### src/rtl/mr_wb_pkg.sv
// Shared types and constants for the mr_wb memory-bus arbiter family.
// Also provides the default XLEN and XLEN_GRAN used to size the bus.
package mr_wb_pkg;

    localparam int XLEN         = 32;
    localparam int XLEN_GRAN    = 2;
    localparam int ARB_NMASTERS = 2;

    // Master indices on the arbiter request vectors.
    localparam logic M_FETCH = 1'b0;
    localparam logic M_LDST  = 1'b1;

    typedef enum logic [1:0] {
        ARB_IDLE,
        ARB_GNT0,
        ARB_GNT1
    } e_arb_state;

    // Grant state that corresponds to a master index.
    function automatic e_arb_state gnt_state(input logic idx);
        return idx ? ARB_GNT1 : ARB_GNT0;
    endfunction

endpackage

### src/rtl/mr_wb_arb_pick.sv
// Combinational 2-way request picker.
// A lone requester always wins. On a tie, the winner is master 1 under fixed
// priority, or the master not granted last time when rr_en is set.
module mr_wb_arb_pick (
    input  logic [1:0] req,
    input  logic       last,
    input  logic       rr_en,
    output logic       winner
);

    // Choose the winning master index from the request vector.
    always_comb begin
        winner = 1'b0;
        if (req == 2'b11) begin
            winner = rr_en ? ~last : 1'b1;
        end else if (req[1]) begin
            winner = 1'b1;
        end
    end

endmodule

### src/rtl/mr_wb_arb.sv
// Two-master to one-slave pipelined Wishbone B4 arbiter.
// m0 is instruction fetch and m1 is load/store. The grant is registered and
// held while the granted master keeps cyc high.
// Optional feature: define MR_WB_ARB_RR_EN for a round-robin tie-break.
// Without it, m1 wins every tie.
module mr_wb_arb
    import mr_wb_pkg::*;
#(
    parameter int AW   = XLEN - XLEN_GRAN,
    parameter int DW   = XLEN,
    parameter int OUTW = 4
) (
    input  logic                clk,
    input  logic                rst,
    input  logic [1:0]          m_cyc_i,
    input  logic [1:0]          m_stb_i,
    input  logic [1:0]          m_we_i,
    input  logic [2*AW-1:0]     m_addr_i,
    input  logic [2*DW/8-1:0]   m_sel_i,
    input  logic [2*DW-1:0]     m_dat_i,
    output logic [1:0]          m_ack_o,
    output logic [1:0]          m_err_o,
    output logic [1:0]          m_stall_o,
    output logic [DW-1:0]       m_dat_o,
    output logic                s_cyc_o,
    output logic                s_stb_o,
    output logic                s_we_o,
    output logic [AW-1:0]       s_addr_o,
    output logic [DW/8-1:0]     s_sel_o,
    output logic [DW-1:0]       s_dat_o,
    input  logic                s_ack_i,
    input  logic                s_err_i,
    input  logic                s_stall_i,
    input  logic [DW-1:0]       s_dat_i
);

    e_arb_state      state, state_nxt;
    logic [OUTW-1:0] out_cnt;
    logic [1:0]      pick_req;
    logic            winner;
    logic            pick_last;
    logic            pick_rr;
    logic            released;
    logic            rearb;
    logic            grant_evt;
    logic            granted;
    logic            src;
    logic            resp_ok;
    logic            cnt_inc;
    logic            cnt_dec;

`ifdef MR_WB_ARB_RR_EN
    logic last_gnt;

    // Remember which master received the most recent grant.
    always_ff @(posedge clk or negedge rst) begin
        if (!rst) begin
            last_gnt <= 1'b0;
        end else if (grant_evt) begin
            last_gnt <= winner;
        end
    end

    assign pick_last = last_gnt;
    assign pick_rr   = 1'b1;
`else
    assign pick_last = 1'b0;
    assign pick_rr   = 1'b0;
`endif

    mr_wb_arb_pick u_pick (
        .req    (pick_req),
        .last   (pick_last),
        .rr_en  (pick_rr),
        .winner (winner)
    );

    // Register the grant state.
    always_ff @(posedge clk or negedge rst) begin
        if (!rst) begin
            state <= ARB_IDLE;
        end else begin
            state <= state_nxt;
        end
    end

    // Next grant: arbitrate from IDLE, or on release hand off to the other master.
    always_comb begin
        pick_req  = '0;
        released  = 1'b0;
        state_nxt = state;
        case (state)
            ARB_IDLE: pick_req = m_cyc_i;
            ARB_GNT0: begin
                released = ~m_cyc_i[M_FETCH];
                pick_req = {m_cyc_i[M_LDST], 1'b0};
            end
            ARB_GNT1: begin
                released = ~m_cyc_i[M_LDST];
                pick_req = {1'b0, m_cyc_i[M_FETCH]};
            end
            default: pick_req = '0;
        endcase
        rearb     = (state == ARB_IDLE) | released;
        grant_evt = rearb & (|pick_req);
        if (rearb) begin
            state_nxt = grant_evt ? gnt_state(winner) : ARB_IDLE;
        end
    end

    assign granted = (state == ARB_GNT0) || (state == ARB_GNT1);
    assign src     = (state != ARB_GNT0);
    assign resp_ok = (out_cnt != '0);
    assign m_dat_o = s_dat_i;

    // Mux the slave request from the granted master and steer responses back to it.
    always_comb begin
        s_cyc_o   = 1'b0;
        s_stb_o   = 1'b0;
        m_stall_o = '1;
        m_ack_o   = '0;
        m_err_o   = '0;
        s_we_o    = m_we_i[src];
        s_addr_o  = src ? m_addr_i[2*AW-1:AW]     : m_addr_i[AW-1:0];
        s_sel_o   = src ? m_sel_i[2*DW/8-1:DW/8]  : m_sel_i[DW/8-1:0];
        s_dat_o   = src ? m_dat_i[2*DW-1:DW]      : m_dat_i[DW-1:0];
        if (granted) begin
            s_cyc_o        = m_cyc_i[src];
            s_stb_o        = m_stb_i[src];
            m_stall_o[src] = s_stall_i;
            m_ack_o[src]   = s_ack_i & resp_ok;
            m_err_o[src]   = s_err_i & resp_ok;
        end
    end

    assign cnt_inc = s_stb_o & ~s_stall_i;
    assign cnt_dec = (s_ack_i | s_err_i) & resp_ok;

    // Track requests accepted by the slave but not yet answered.
    // An abandoned cycle clears the count.
    always_ff @(posedge clk or negedge rst) begin
        if (!rst) begin
            out_cnt <= '0;
        end else if (released) begin
            out_cnt <= '0;
        end else if (cnt_inc && !cnt_dec && !(&out_cnt)) begin
            out_cnt <= out_cnt + 1'b1;
        end else if (cnt_dec && !cnt_inc) begin
            out_cnt <= out_cnt - 1'b1;
        end
    end

`ifndef SYNTHESIS
    sat_chk: assert property (@(posedge clk) disable iff (!rst)
                              !(cnt_inc && !cnt_dec && (&out_cnt)));
`endif

endmodule

### config.mk
export PLATFORM = sky130hd
export DESIGN_NAME = mr_wb_arb
export DESIGN_NICKNAME = d
export VERILOG_FILES = /design/src/rtl/mr_wb_pkg.sv /design/src/rtl/mr_wb_arb_pick.sv /design/src/rtl/mr_wb_arb.sv
export SDC_FILE = /design/constraint.sdc
export NUM_CORES = 1
export LEC_CHECK = 0
export ABC_CLOCK_PERIOD_IN_PS = 4600
export CORE_AREA = 8 8 104 106
export CTS_CLUSTER_SIZE = 40
export DETAILED_ROUTE_END_ITERATION = 8
export DIE_AREA = 0 0 112 114
export GPL_TIMING_DRIVEN = 0
export HOLD_SLACK_MARGIN = 0.02
export PLACE_DENSITY_LB_ADDON = 0.25
export SLEW_MARGIN = 5
export SYNTH_ARGS = -nofsm -noshare
export SYNTH_HDL_FRONTEND = slang
export SYNTH_SLANG_ARGS = --single-unit
### constraint.sdc
create_clock -name clk -period 4.6 [get_ports clk]
set_input_delay 0.92 -clock clk [delete_from_list [all_inputs] [get_ports clk]]
set_output_delay 0.92 -clock clk [all_outputs]
set_load 0.03 [all_outputs]
== Word-level counts from Yosys, hierarchy flattened ==
Cells that the tools add are included.

* Equal/unequal tests: 4
* Reductions and logical operators: 13
* Bitwise logic cells: 14
* Order comparisons: 2
* Mux-type cells: 25
* $add $sub $neg: 2

{| class="wikitable"
|+ Operators by type and width
! kind !! number
|-
| 32-bit two-way mux || 1
|-
| 30-bit two-way mux || 1
|-
| 4-bit two-way mux || 4
|-
| 1-bit two-way mux || 11
|-
| 2-bit two-way mux || 5
|-
| 2-bit one-hot mux with 3 select lines || 1
|-
| 1-bit bitwise AND || 5
|-
| 4-bit by 1-bit adder with 4-bit output (second input constant) || 1
|-
| 2-bit bitwise AND || 2
|-
| 2-bit == test (second input constant) || 2
|-
| 1-bit logical AND || 4
|-
| 4-bit AND reduction || 1
|-
| 4-bit nonzero test || 1
|-
| 4-bit by 1-bit subtractor with 4-bit output (second input constant) || 1
|-
| 1-bit logical NOT || 3
|-
| 1-bit NOT || 3
|-
| 3-bit nonzero test || 1
|-
| 2-bit by 1-bit == test with 1-bit output (second input constant) || 1
|-
| 2-bit logical NOT || 1
|-
| 1-bit by 2-bit < comparator with 1-bit output (second input constant) || 1
|-
| 2-bit by 1-bit != test with 1-bit output (second input constant) || 1
|-
| 2-bit NOT || 1
|-
| 1-bit OR || 2
|-
| 2-bit OR || 1
|-
| 5 further kinds || 5
|}

* Logic and storage cells: 62
* Register bits: 6

== Longest topological paths before layout ==
Gate-level depths: netlist of run 1.

* Depth after elaboration: 10
* Gate-level depth with buffers: 10

== Modules after synthesis ==
From an unflattened synthesis of run 1, not the netlist that was laid out.

* Cell total of the unflattened synthesis: 188
* Area, all modules: 1,701.6 µm²

{| class="wikitable"
|+ By module, submodules not included
! module !! cells an instance !! area each (µm²) !! times used
|-
| mr_wb_arb || 186 || 1,691.6 || 1
|-
| mr_wb_arb_pick || 2 || 10.0 || 1
|}

== Least setup slack after synthesis of run 1 ==
OpenSTA, ideal clock, no wires.

* Kind: register to output
* Start point: register state[1]
* End point: output port m_err_o[0]
* Data required time: 3.680 ns
* Arrival time: 1.737 ns
* Buffers on the path: 1
* Stages on the path, launching flop included: 6
* Setup slack: 1.943 ns
* Cells stage by stage: dfrtp_1 inv_1 ha_1 clkbuf_1 inv_1 nor3_1

* Cells in the longest elaborated chain, start to end: 7
* Elaborated cells on any way between the ends: 11
* Classes of those cells: 2 x order compare; 3 x eq/ne; 3 x mux; 1 x bitwise; 2 x reduce/logical

{| class="wikitable"
|+ Ends and longest elaborated chain
! item !! line !! text
|-
| from (decl) || mr_wb_arb.sv:37 || <nowiki>e_arb_state state, state_nxt;</nowiki>
|-
| from (signal assigned) || mr_wb_arb.sv:83 || <nowiki>state <= state_nxt;</nowiki>
|-
| 2-bit by 1-bit != test with 1-bit output || mr_wb_arb.sv:112 || <nowiki>assign src = (state != ARB_GNT0);</nowiki>
|-
| 1-bit by 2-bit < comparator with 1-bit output (implied by the code) / 1-bit >= comparator (equally long branches) || mr_wb_arb.sv:132 || <nowiki>m_err_o[src] = s_err_i & resp_ok;</nowiki>
|-
| 1-bit logical AND (implied by the code) || mr_wb_arb.sv:132 ||
|-
| 1-bit two-way mux (implied by the code) || mr_wb_arb.sv:132 ||
|-
| 1-bit demux with 1-bit select || mr_wb_arb.sv:132 ||
|-
| 2-bit bitwise AND (no source line) || - ||
|-
| 2-bit two-way mux (*) || mr_wb_arb.sv:127 || <nowiki>if (granted) begin</nowiki>
|-
| to (decl) || mr_wb_arb.sv:22 || <nowiki>output logic [1:0] m_err_o,</nowiki>
|}

Every way passes the cells marked *; elsewhere a longest branch is shown, timed or not.

== Final worst setup path of run 1 ==
* Start point: register state[1]
* End point: output port s_dat_o[28]

* Cells in the longest elaborated chain, start to end: 2

{| class="wikitable"
|+ Ends and longest elaborated chain
! item !! line !! text
|-
| 2-bit by 1-bit != test with 1-bit output || mr_wb_arb.sv:112 ||
|-
| 32-bit two-way mux || mr_wb_arb.sv:126 || <nowiki>s_dat_o = src ? m_dat_i[2*DW-1:DW] : m_dat_i[DW-1:0];</nowiki>
|-
| to (decl) || mr_wb_arb.sv:30 || <nowiki>output logic [DW-1:0] s_dat_o,</nowiki>
|}

Every way passes these cells.

==> results of run 1 <==
cells in the final DEF (no fill, tap or decap), types with 3 or more instances in the layout:
cell type        Yosys  layout
inv_1                6       6
clkbuf_8             0       3
buf_2                8       8
and3_1               4       4
nand2b_1             6       6
nor2_1               3       3
nor2b_1              7       7
mux2_2              67      67
mux2i_1              7       7
buf_4               32      32
dfrtp_1              6       6
nand2_1              9       9
clkdlybuf4s50_1      0     249
ha_1                 6       6
cells by family after synthesis:
| family | Yosys count |
|---|---|
| adders and majority gates | 7 |
| buffers and inverters | 47 |
| xor gates and xnor gates | 1 |
| AOI/OAI and AO/OA | 11 |
| and+or+nand+nor | 35 |
| muxes | 75 |
| DFF | 6 |
metrics by stage:
stage / setup WS (ns) / instance area [um2] / total power [W]
after floorplan: 1.943 / 1680 / 0.0009797
after global placement: 0.9798 / 4312 / 0.001555
after detailed placement: 0.9393 / 4312 / 0.001569
after CTS: 0.6846 / 4353 / 0.001659
after global routing: 0.6217 / 4353 / 0.001729
final: 0.7961 / 4353 / 0.001637
worst paths after layout:
check	start	to	slack, ns
max in group asynchronous	rst	out_cnt[3]	3.42
min in group asynchronous	rst	state[1]	0.95
hold reg to reg	out_cnt[3]	out_cnt[3]	0.59
hold / removal	out_cnt[3]	out_cnt[3]	0.59
setup reg to reg	out_cnt[1]	out_cnt[3]	2.03
setup / recovery	state[1]	s_dat_o[28]	0.80
tightest hold or removal path: cells and delay by family, from the launching register on:
kind | cells | cell delay (ns)
multiplexers | 1 | 0.06
flip-flops | 1 | 0.41
AND/OR/NAND/NOR | 1 | 0.08
power by group through the flow:
stage	registers, W	logic [W]	clock network [W]
after global routing	0.000124	0.00152	0.0000868
after global placement	0.000116	0.00144	0
after detailed placement	0.000119	0.00145	0
final	0.000121	0.00144	0.0000802
after CTS	0.000119	0.00146	0.0000818
after floorplan	0.000106	0.000874	0
final cells by class:
cell class              count  share of cell area, %
clock buffers               3                 0.9485
multi-input cells         129                  28.11
inverters                   6                 0.5174
well taps                 111                  3.191
flip-flops and latches      6                  3.449
plain buffers              41                  6.525
repair buffers            249                  57.26
state kept, by name (all words and copies together) (netlist names):
name / cells
out_cnt: 4
state: 2
routing by layer:
metal | global-route usage [%] | share of wire [%] | vias up
li1 | - | - | 1119
met1 | 17.96 | 37 | 1071
met2 | 32.67 | 53 | 118
met3 | 6.973 | 10 | 5
met4 | 1.888 | 0.33 | 0
met5 | 0 | 0 | -
==> flow_summary.json, run 1 <==
{
  "status": "completed",
  "drtPass1Iterations": 4,
  "numCtsBuffers": 3,
  "synth_common_cells": "67 x mux2_2, 32 x buf_4, 9 x nand2_1",
  "antenna_found_initial": 0,
  "max-cap-violations": 0,
  "critical_path_arrival_ns": 2.88,
  "muxShareOfSynthArea_pct": 49.96,
  "yosysSeqAreaShare_pct": 8.935,
  "grt_pass1_vias": 2448,
  "post_cts_resized": 0,
  "path_cells": "inv_1, ha_1, clkbuf_1, buf_2, mux2_2, clkdlybuf4s50_1",
  "synth_top_family_by_area": "multiplexers",
  "ff_latch_area_um2": 150.1,
  "clock_power_share_pct": 4.9,
  "grt_start_max_net_pins": 11,
  "p_sw_share_pct": 49.06,
  "clk_latency_ns": 0.23,
  "worstHoldPathType": "flop to flop",
  "antenna_left": 0,
  "hold_slack_ns": 0.5947,
  "slew_headroom_pct": 62.96,
  "fillers": 878,
  "multiInputGateArea_um2": 1224,
  "syn_inst": 182,
  "yosysWarnings": 0,
  "wl_um": 11990,
  "syn2layout_area_growth_pct": 159.0,
  "critical_path_required_ns": 3.68,
  "htree_levels": 1,
  "crit_buf_inv": 4,
  "drc_errors": 0,
  "cts_buffer_depth": 2,
  "route.vias.total": 2313,
  "start_kind": "flop",
  "cts_tree": "yes",
  "hold_viol": 0,
  "reg2reg_depth": 8,
  "p_comb_share_pct": 87.7,
  "synth_edf_count": 0,
  "final_cells": 545,
  "die_w_um": 112,
  "yosys.area_share.adder_pct": 5.659,
  "postCtsSetupRepairBufs": 0,
  "placedCellCount": 542,
  "dpl.hpwl_um": 10720,
  "initial_core_util_pct": 18.45,
  "power_frac_seq_pct": 7.4,
  "dieArea_um2": 12770,
  "fin_util_pct": 47.79,
  "cp.depth": 6,
  "syn-num-nets": 364,
  "synth_top_area_cell": "mux2_2",
  "syn_area_per_cell_um2": 9.233,
  "cts_hold_buf": 0,
  "p_sw_w": 0.0008030,
  "fin_crit_sh_pct": 82.69,
  "syn_area_um2": 1680,
  "p_leak_nw": 1.759,
  "grt_pass1_wl_um": 16680,
  "gp_congestion": 0.8105,
  "cts_sinks": 6,
  "period_minus_slack_ns": 3.804,
  "crit_family": "buffers and inverters",
  "critPathKind": "flop to output pin",
  "yosys_register_bits": 6,
  "vdd_drop_max_v": 0.0002416,
  "rsz0062_at_grt": "false",
  "synth_xor_area_share_pct": 0.5212,
  "ys.flop_type": "dfrtp_1",
  "synth_most_common_cell": "mux2_2",
  "layout-drive-gt1-share_pct": 25.81,
  "diodes": 0,
  "synth-simple-area-share_pct": 11.17,
  "hold_depth": 2,
  "die_h_um": 114,
  "cellPowerDensity_nw_per_um2": 376.0,
  "cts_root_buffer": "clkbuf_8",
  "crit_path_end_kind": "output pin",
  "synth_compound_area_share_pct": 5.510,
  "rows": 35,
  "clk_pin_slew_ns": 0.04,
  "synthTopCellsByArea": "mux2_2 45%, buf_4 14%, dfrtp_1 8.9%, ha_1 4.5%, mux2i_1 4.2%",
  "p_int_w": 0.0008337,
  "synth.distinct_cells": 33,
  "fin_skew_ns": 0.002816,
  "fmax_mhz": 262.9,
  "final_nets": 618,
  "port-buffer-count": 249,
  "setup-violations-final": 0,
  "worst_pin_slew_ns": 0.5555,
  "slew_viol_final": 0,
  "synth_top_area_share_pct": 44.90,
  "core_area_um2": 9109,
  "post_drt_wl_per_cell_um": 21.99,
  "track_usage_pct": 17.23,
  "grt.overflow.total": 0,
  "path_max_fanout": 10,
  "synthArstFlopShare_pct": 100.0,
  "tns_ns": 0,
  "drtIter0Drc": 66,
  "num_io_pins": 282,
  "crit_slowest_cell": "clkdlybuf4s50_1",
  "drt-vias-per-instance": 4.244,
  "max_stage_delay_ns": 0.62
}
Note: power is estimated with default switching activity, not from simulation.
==> inputs of run 2 (changes only) <==
--- a/config.mk
+++ b/config.mk
@@ -5,7 +5,7 @@
 export SDC_FILE = /design/constraint.sdc
 export NUM_CORES = 1
 export LEC_CHECK = 0
-export ABC_CLOCK_PERIOD_IN_PS = 4600
+export ABC_CLOCK_PERIOD_IN_PS = 3100
 export CORE_AREA = 8 8 104 106
 export CTS_CLUSTER_SIZE = 40
 export DETAILED_ROUTE_END_ITERATION = 8
==> constraint.sdc (replaced) <==
create_clock -name clk -period 3.1 [get_ports clk]
set_input_delay 0.62 -clock clk [delete_from_list [all_inputs] [get_ports clk]]
set_output_delay 0.62 -clock clk [all_outputs]
set_load 0.03 [all_outputs]
==> run 2 against run 1 <==
Against the previous run:
- sequential share of layout area about the same
- critical endpoint is now m_ack_o[0]
- first-iteration DRC count up 15%
- largest power group unchanged
- cell count unchanged
- flip-flop and latch count unchanged
- highest routed layer unchanged
- routed wire length about the same
- critical path type unchanged
- non-clock buffer count unchanged
- worst hold slack unchanged
==> flow_summary.json, run 2 (synthesized netlist as in run 1, its figures left out) <==
{
  "status": "completed",
  "slew_viol_final": 0,
  "final_nets": 618,
  "max_stage_delay_ns": 0.67,
  "track_usage_pct": 17.16,
  "p_leak_nw": 1.916,
  "drtIter0Drc": 76,
  "critPathKind": "flop to output pin",
  "fillers": 911,
  "grt_pass1_vias": 2447,
  "rsz0062_at_grt": "false",
  "placedCellCount": 542,
  "rows": 35,
  "slew_headroom_pct": 68.13,
  "critical_path_arrival_ns": 2.32,
  "tns_ns": 0,
  "layout-drive-gt1-share_pct": 26.04,
  "cellPowerDensity_nw_per_um2": 535.9,
  "critical_path_required_ns": 2.48,
  "core_area_um2": 9109,
  "num_io_pins": 282,
  "cts_hold_buf": 0,
  "diodes": 0,
  "path_max_fanout": 10,
  "grt_pass1_wl_um": 16640,
  "cts_tree": "yes",
  "place_area_um2": 4312,
  "largestRegisters": "out_cnt x4, state x2",
  "dpl_worst_slack_ns": -0.2607,
  "hold_viol": 0,
  "layout_setup_ws_ns": 0.1581,
  "initial_core_util_pct": 18.45,
  "port-buffer-count": 249,
  "fmax_mhz": 339.9,
  "largest_reg_flops": 4,
  "clk_pin_slew_ns": 0.04,
  "dieArea_um2": 12770,
  "dpl.hpwl_um": 10720,
  "final_cell_mix": "182 x clkdlybuf4s50_1, 67 x mux2_2, 59 x dlygate4sd2_1",
  "final_cells": 545,
  "worstHoldPathType": "flop to flop",
  "fin_area_um2": 4308,
  "power_w": 0.002309,
  "path_cells": "inv_1, ha_1, clkbuf_4, buf_4, and3_1, clkdlybuf4s50_1",
  "numCtsBuffers": 3,
  "die_h_um": 114,
  "crit_slowest_cell": "clkdlybuf4s50_1",
  "wl_um": 11990,
  "htree_levels": 1,
  "post_drt_wl_per_cell_um": 22.00,
  "antenna_found_initial": 1,
  "cts_root_buffer": "clkbuf_8",
  "gp_congestion": 0.8105,
  "regMostFlops": "out_cnt",
  "drtPass1Iterations": 4,
  "setup-violations-final": 0,
  "drt-vias-per-instance": 4.259,
  "fin_crit_sh_pct": 94.90,
  "period_minus_slack_ns": 2.942,
  "vdd_drop_max_v": 0.0003558,
  "route.vias.total": 2321,
  "grt.overflow.total": 0,
  "grt_start_max_net_pins": 11,
  "postCtsSetupRepairBufs": 0,
  "cts_buffer_depth": 2,
  "max-cap-violations": 0,
  "crit_path_end_kind": "output pin",
  "fin_skew_ns": 0.002925,
  "worst_pin_slew_ns": 0.4736,
  "antenna_left": 0,
  "cts_sinks": 6,
  "die_w_um": 112,
  "final_common_cell": "clkdlybuf4s50_1",
  "clk_latency_ns": 0.23,
  "start_kind": "flop",
  "syn2layout_area_growth_pct": 156.4,
  "drc_errors": 0
}
-- run 2: changes by cell type in the layout (fill, tap and decap cells not counted), sizes merged --
cell / change
clkdlybuf4s50: -67
dlygate4sd2: +59
dlymetal6s2s: +8
-- run 2: area by class of cell --
type                       count  area (um2)  area share (%)
inverter                       6       22.52          0.5228
buffer                        41       292.8           6.796
clock buffer                   3       41.29          0.9585
tap                          111       138.9           3.224
sequential                     6       150.1           3.485
multi-input combinational    129        1224           28.41
timing repair buffer         249        2439           56.61
-- run 2: metrics by stage --
| stage | hold WS [ns] | utilization (%) |
|---|---|---|
| 6_report | 0.5947 | 47.29 |
| 4_1_cts | 0.5871 | 47.07 |
| 3_5_place_dp | 0.5801 | 47.34 |
| 2_1_floorplan | 0.3244 | - |
| 3_3_place_gp | 0.5585 | 47.34 |
| 5_1_grt | 0.6129 | 47.29 |
-- run 2: worst max-delay path, delay by kind of cell (launching register included) --
family        cells  cell delay, ns
flops             1            0.41
fa+ha+maj         1            0.24
buf+inv           4            1.27
simple gates      1            0.17
-- run 2: where the power goes --
part	internal (W)	switching (W)	leakage [nW]
Sequential	0.000120	0.0000588	0.0734
Clock	0.0000835	0.0000350	0.0216
Combinational	0.000921	0.00109	1.82
Total	0.00112	0.00118	1.92
-- run 2: repair_timing --
action                                  in CTS  in global routing
endpoints found under the setup margin      73                  8
pin swaps                                    0                  0
resized for setup                           63                  8
-- run 2: final timing paths --
kind                             from          to  slack [ns]  depth (start not counted)
hold reg to reg            out_cnt[3]  out_cnt[3]        0.59                          2
min in group asynchronous         rst    state[1]        0.65                          1
setup / recovery             state[1]  m_ack_o[0]        0.16                          6
hold / removal             out_cnt[3]  out_cnt[3]        0.59                          2
max in group asynchronous         rst  out_cnt[3]        2.22                          1
setup reg to reg           out_cnt[1]  out_cnt[3]        0.54                          8
-- run 2: per-layer routing --
metal,GRT usage (%),vias up,wire length (um)
li1,-,1118,-
met1,17.62,1078,4339
met2,32.43,118,6324
met3,7.290,7,1254
met4,2.338,0,72
met5,0,-,0
==> inputs of run 3 (changes only) <==
--- a/config.mk
+++ b/config.mk
@@ -12,7 +12,7 @@
 export DIE_AREA = 0 0 112 114
 export GPL_TIMING_DRIVEN = 0
 export HOLD_SLACK_MARGIN = 0.02
-export PLACE_DENSITY_LB_ADDON = 0.25
+export PLACE_DENSITY = 0.82
 export SLEW_MARGIN = 5
 export SYNTH_ARGS = -nofsm -noshare
 export SYNTH_HDL_FRONTEND = slang
==> run 3 against run 2 <==
Against the previous run:
- global-route usage fell by 0.34 points
- routed wire length fell by 1.6%
- core utilization fell by 0.22 points
- sequential share of layout area barely moved
- clock skew rose by 0.0017 ns
- largest power group unchanged
- first-iteration DRC count rose by 66%
- clock-buffer cell count did not move
==> flow_summary.json, run 3 (synthesized netlist as in run 1, its figures left out) <==
{
  "status": "completed",
  "htree_levels": 1,
  "path_cells": "inv_1, ha_1, clkbuf_4, buf_2, mux2_2, dlygate4sd2_1",
  "wl_um": 11800,
  "max_stage_delay_ns": 0.40,
  "post_drt_wl_per_cell_um": 21.66,
  "die_h_um": 114,
  "antenna_left": 0,
  "fin_area_um2": 4288,
  "worst_pin_slew_ns": 0.4894,
  "layout-drive-gt1-share_pct": 26.04,
  "grt_pass1_vias": 2487,
  "gp_congestion": 0.8401,
  "path_max_fanout": 10,
  "drc_errors": 0,
  "rows": 35,
  "cellPowerDensity_nw_per_um2": 534.8,
  "num_io_pins": 282,
  "dpl.hpwl_um": 10560,
  "start_kind": "flop",
  "clk_latency_ns": 0.22,
  "fmax_mhz": 345.0,
  "rsz0062_at_grt": "false",
  "diodes": 0,
  "core_area_um2": 9109,
  "route.vias.total": 2318,
  "port-buffer-count": 249,
  "setup-violations-final": 0,
  "crit_family": "buffers and inverters",
  "crit_slowest_cell": "dfrtp_1",
  "crit_path_end_kind": "output pin",
  "crit_path_start": "state[1]",
  "initial_core_util_pct": 18.45,
  "cts_root_buffer": "clkbuf_8",
  "p_leak_nw": 1.905,
  "cts_sinks": 6,
  "r2r-end": "out_cnt[3]",
  "numCtsBuffers": 3,
  "cts_tree": "yes",
  "critPathKind": "flop to output pin",
  "reg2reg_depth": 8,
  "cts_buffer_depth": 2,
  "syn2layout_area_growth_pct": 155.2,
  "period_minus_slack_ns": 2.898,
  "drt-vias-per-instance": 4.253,
  "final_cell_mix": "180 x clkdlybuf4s50_1, 67 x mux2_2, 65 x dlygate4sd2_1",
  "worstHoldPathType": "flop to flop",
  "final_common_cell": "clkdlybuf4s50_1",
  "min_to": "out_cnt[3]",
  "rrSetupSlack_ns": 0.61,
  "grt.overflow.total": 0,
  "hold_viol": 0,
  "drtPass1Iterations": 4,
  "die_w_um": 112,
  "slew_headroom_pct": 67.07,
  "hold_depth": 2,
  "regMostFlops": "out_cnt",
  "critical_path_required_ns": 2.48,
  "min_from": "out_cnt[3]",
  "fin_util_pct": 47.07,
  "r2r_start": "out_cnt[1]",
  "vdd_drop_max_v": 0.0004615,
  "fin_crit_sh_pct": 93.50,
  "track_usage_pct": 16.82,
  "final_nets": 618,
  "fin_skew_ns": 0.004669,
  "grt_pass1_wl_um": 16470,
  "max-cap-violations": 0,
  "place_area_um2": 4312,
  "slew_viol_final": 0,
  "drtIter0Drc": 126,
  "crit_buf_inv": 4,
  "grt_start_max_net_pins": 11,
  "dieArea_um2": 12770,
  "critical_path_arrival_ns": 2.28,
  "largest_reg_flops": 4,
  "clk_pin_slew_ns": 0.03,
  "antenna_found_initial": 1,
  "largestRegisters": "out_cnt x4, state x2"
}
## run 3: cell count changes in the layout (fill, tap and decap cells not counted)
| cell | delta |
|---|---|
| buf_2 | +1 |
| buf_4 | -1 |
| clkdlybuf4s50_1 | -2 |
| dlygate4sd2_1 | +6 |
| dlymetal6s2s_1 | -4 |
## run 3: through the flow
step,cells,hold slack [ns],TNS (ns),power [W],setup slack (ns)
floorplan,182,0.3244,0,0.001454,0.7430
detailed placement,542,0.5735,-6.030,0.002316,-0.1790
finish,545,0.5770,0,0.002293,0.2015
global placement,542,0.5605,-3.383,0.002289,-0.1434
global route,545,0.6164,0,0.002422,0.05748
CTS,545,0.5873,0,0.002317,0.01106
## run 3: repair_timing
item | 4_1_cts | 5_1_grt
hold endpoints to repair | 0 | 0
setup endpoints to repair | 71 | 4
buffers inserted | 0 | 0
hold buffers | 0 | 0
resized for setup | 68 | 4
## run 3: worst max-delay path by stage
stage                        endpoint  cells past startpoint
after global placement    s_dat_o[26]                      6
after detailed placement  s_dat_o[26]                      6
after global routing       s_dat_o[7]                      6
after floorplan            m_err_o[0]                      5
final                      s_dat_o[6]                      6
after CTS                 s_dat_o[28]                      6
## run 3: layout make-up
class	instances	area (um2)
timing repair buffer	249	2421
inverter	6	22.52
buffer	41	290.3
fill	899	4821
clock buffer	3	41.29
multi-input combinational	129	1224
tap	111	138.9
sequential	6	150.1
## run 3: per-layer routing
layer | routed length [um] | global-route usage, % | vias to the layer above | share of wire (%)
met5 | 13 | 0 | - | 0.11
met4 | 108 | 2.878 | 2 | 0.92
met3 | 836 | 3.909 | 8 | 7.1
met2 | 6243 | 32.15 | 110 | 53
met1 | 4601 | 18.68 | 1081 | 39
li1 | - | - | 1117 | -
## run 3: tightest hold or removal path, cell delays in order (launching register included)
cell,delay (ns)
dfrtp_1,0.40
nand2_1,0.07
mux2i_1,0.06
## run 3: where the power goes
| part | internal [W] | switching (W) |
|---|---|---|
| registers | 0.000120 | 0.0000509 |
| clock network | 0.0000833 | 0.0000321 |
| logic | 0.000910 | 0.00110 |
| total | 0.00111 | 0.00118 |
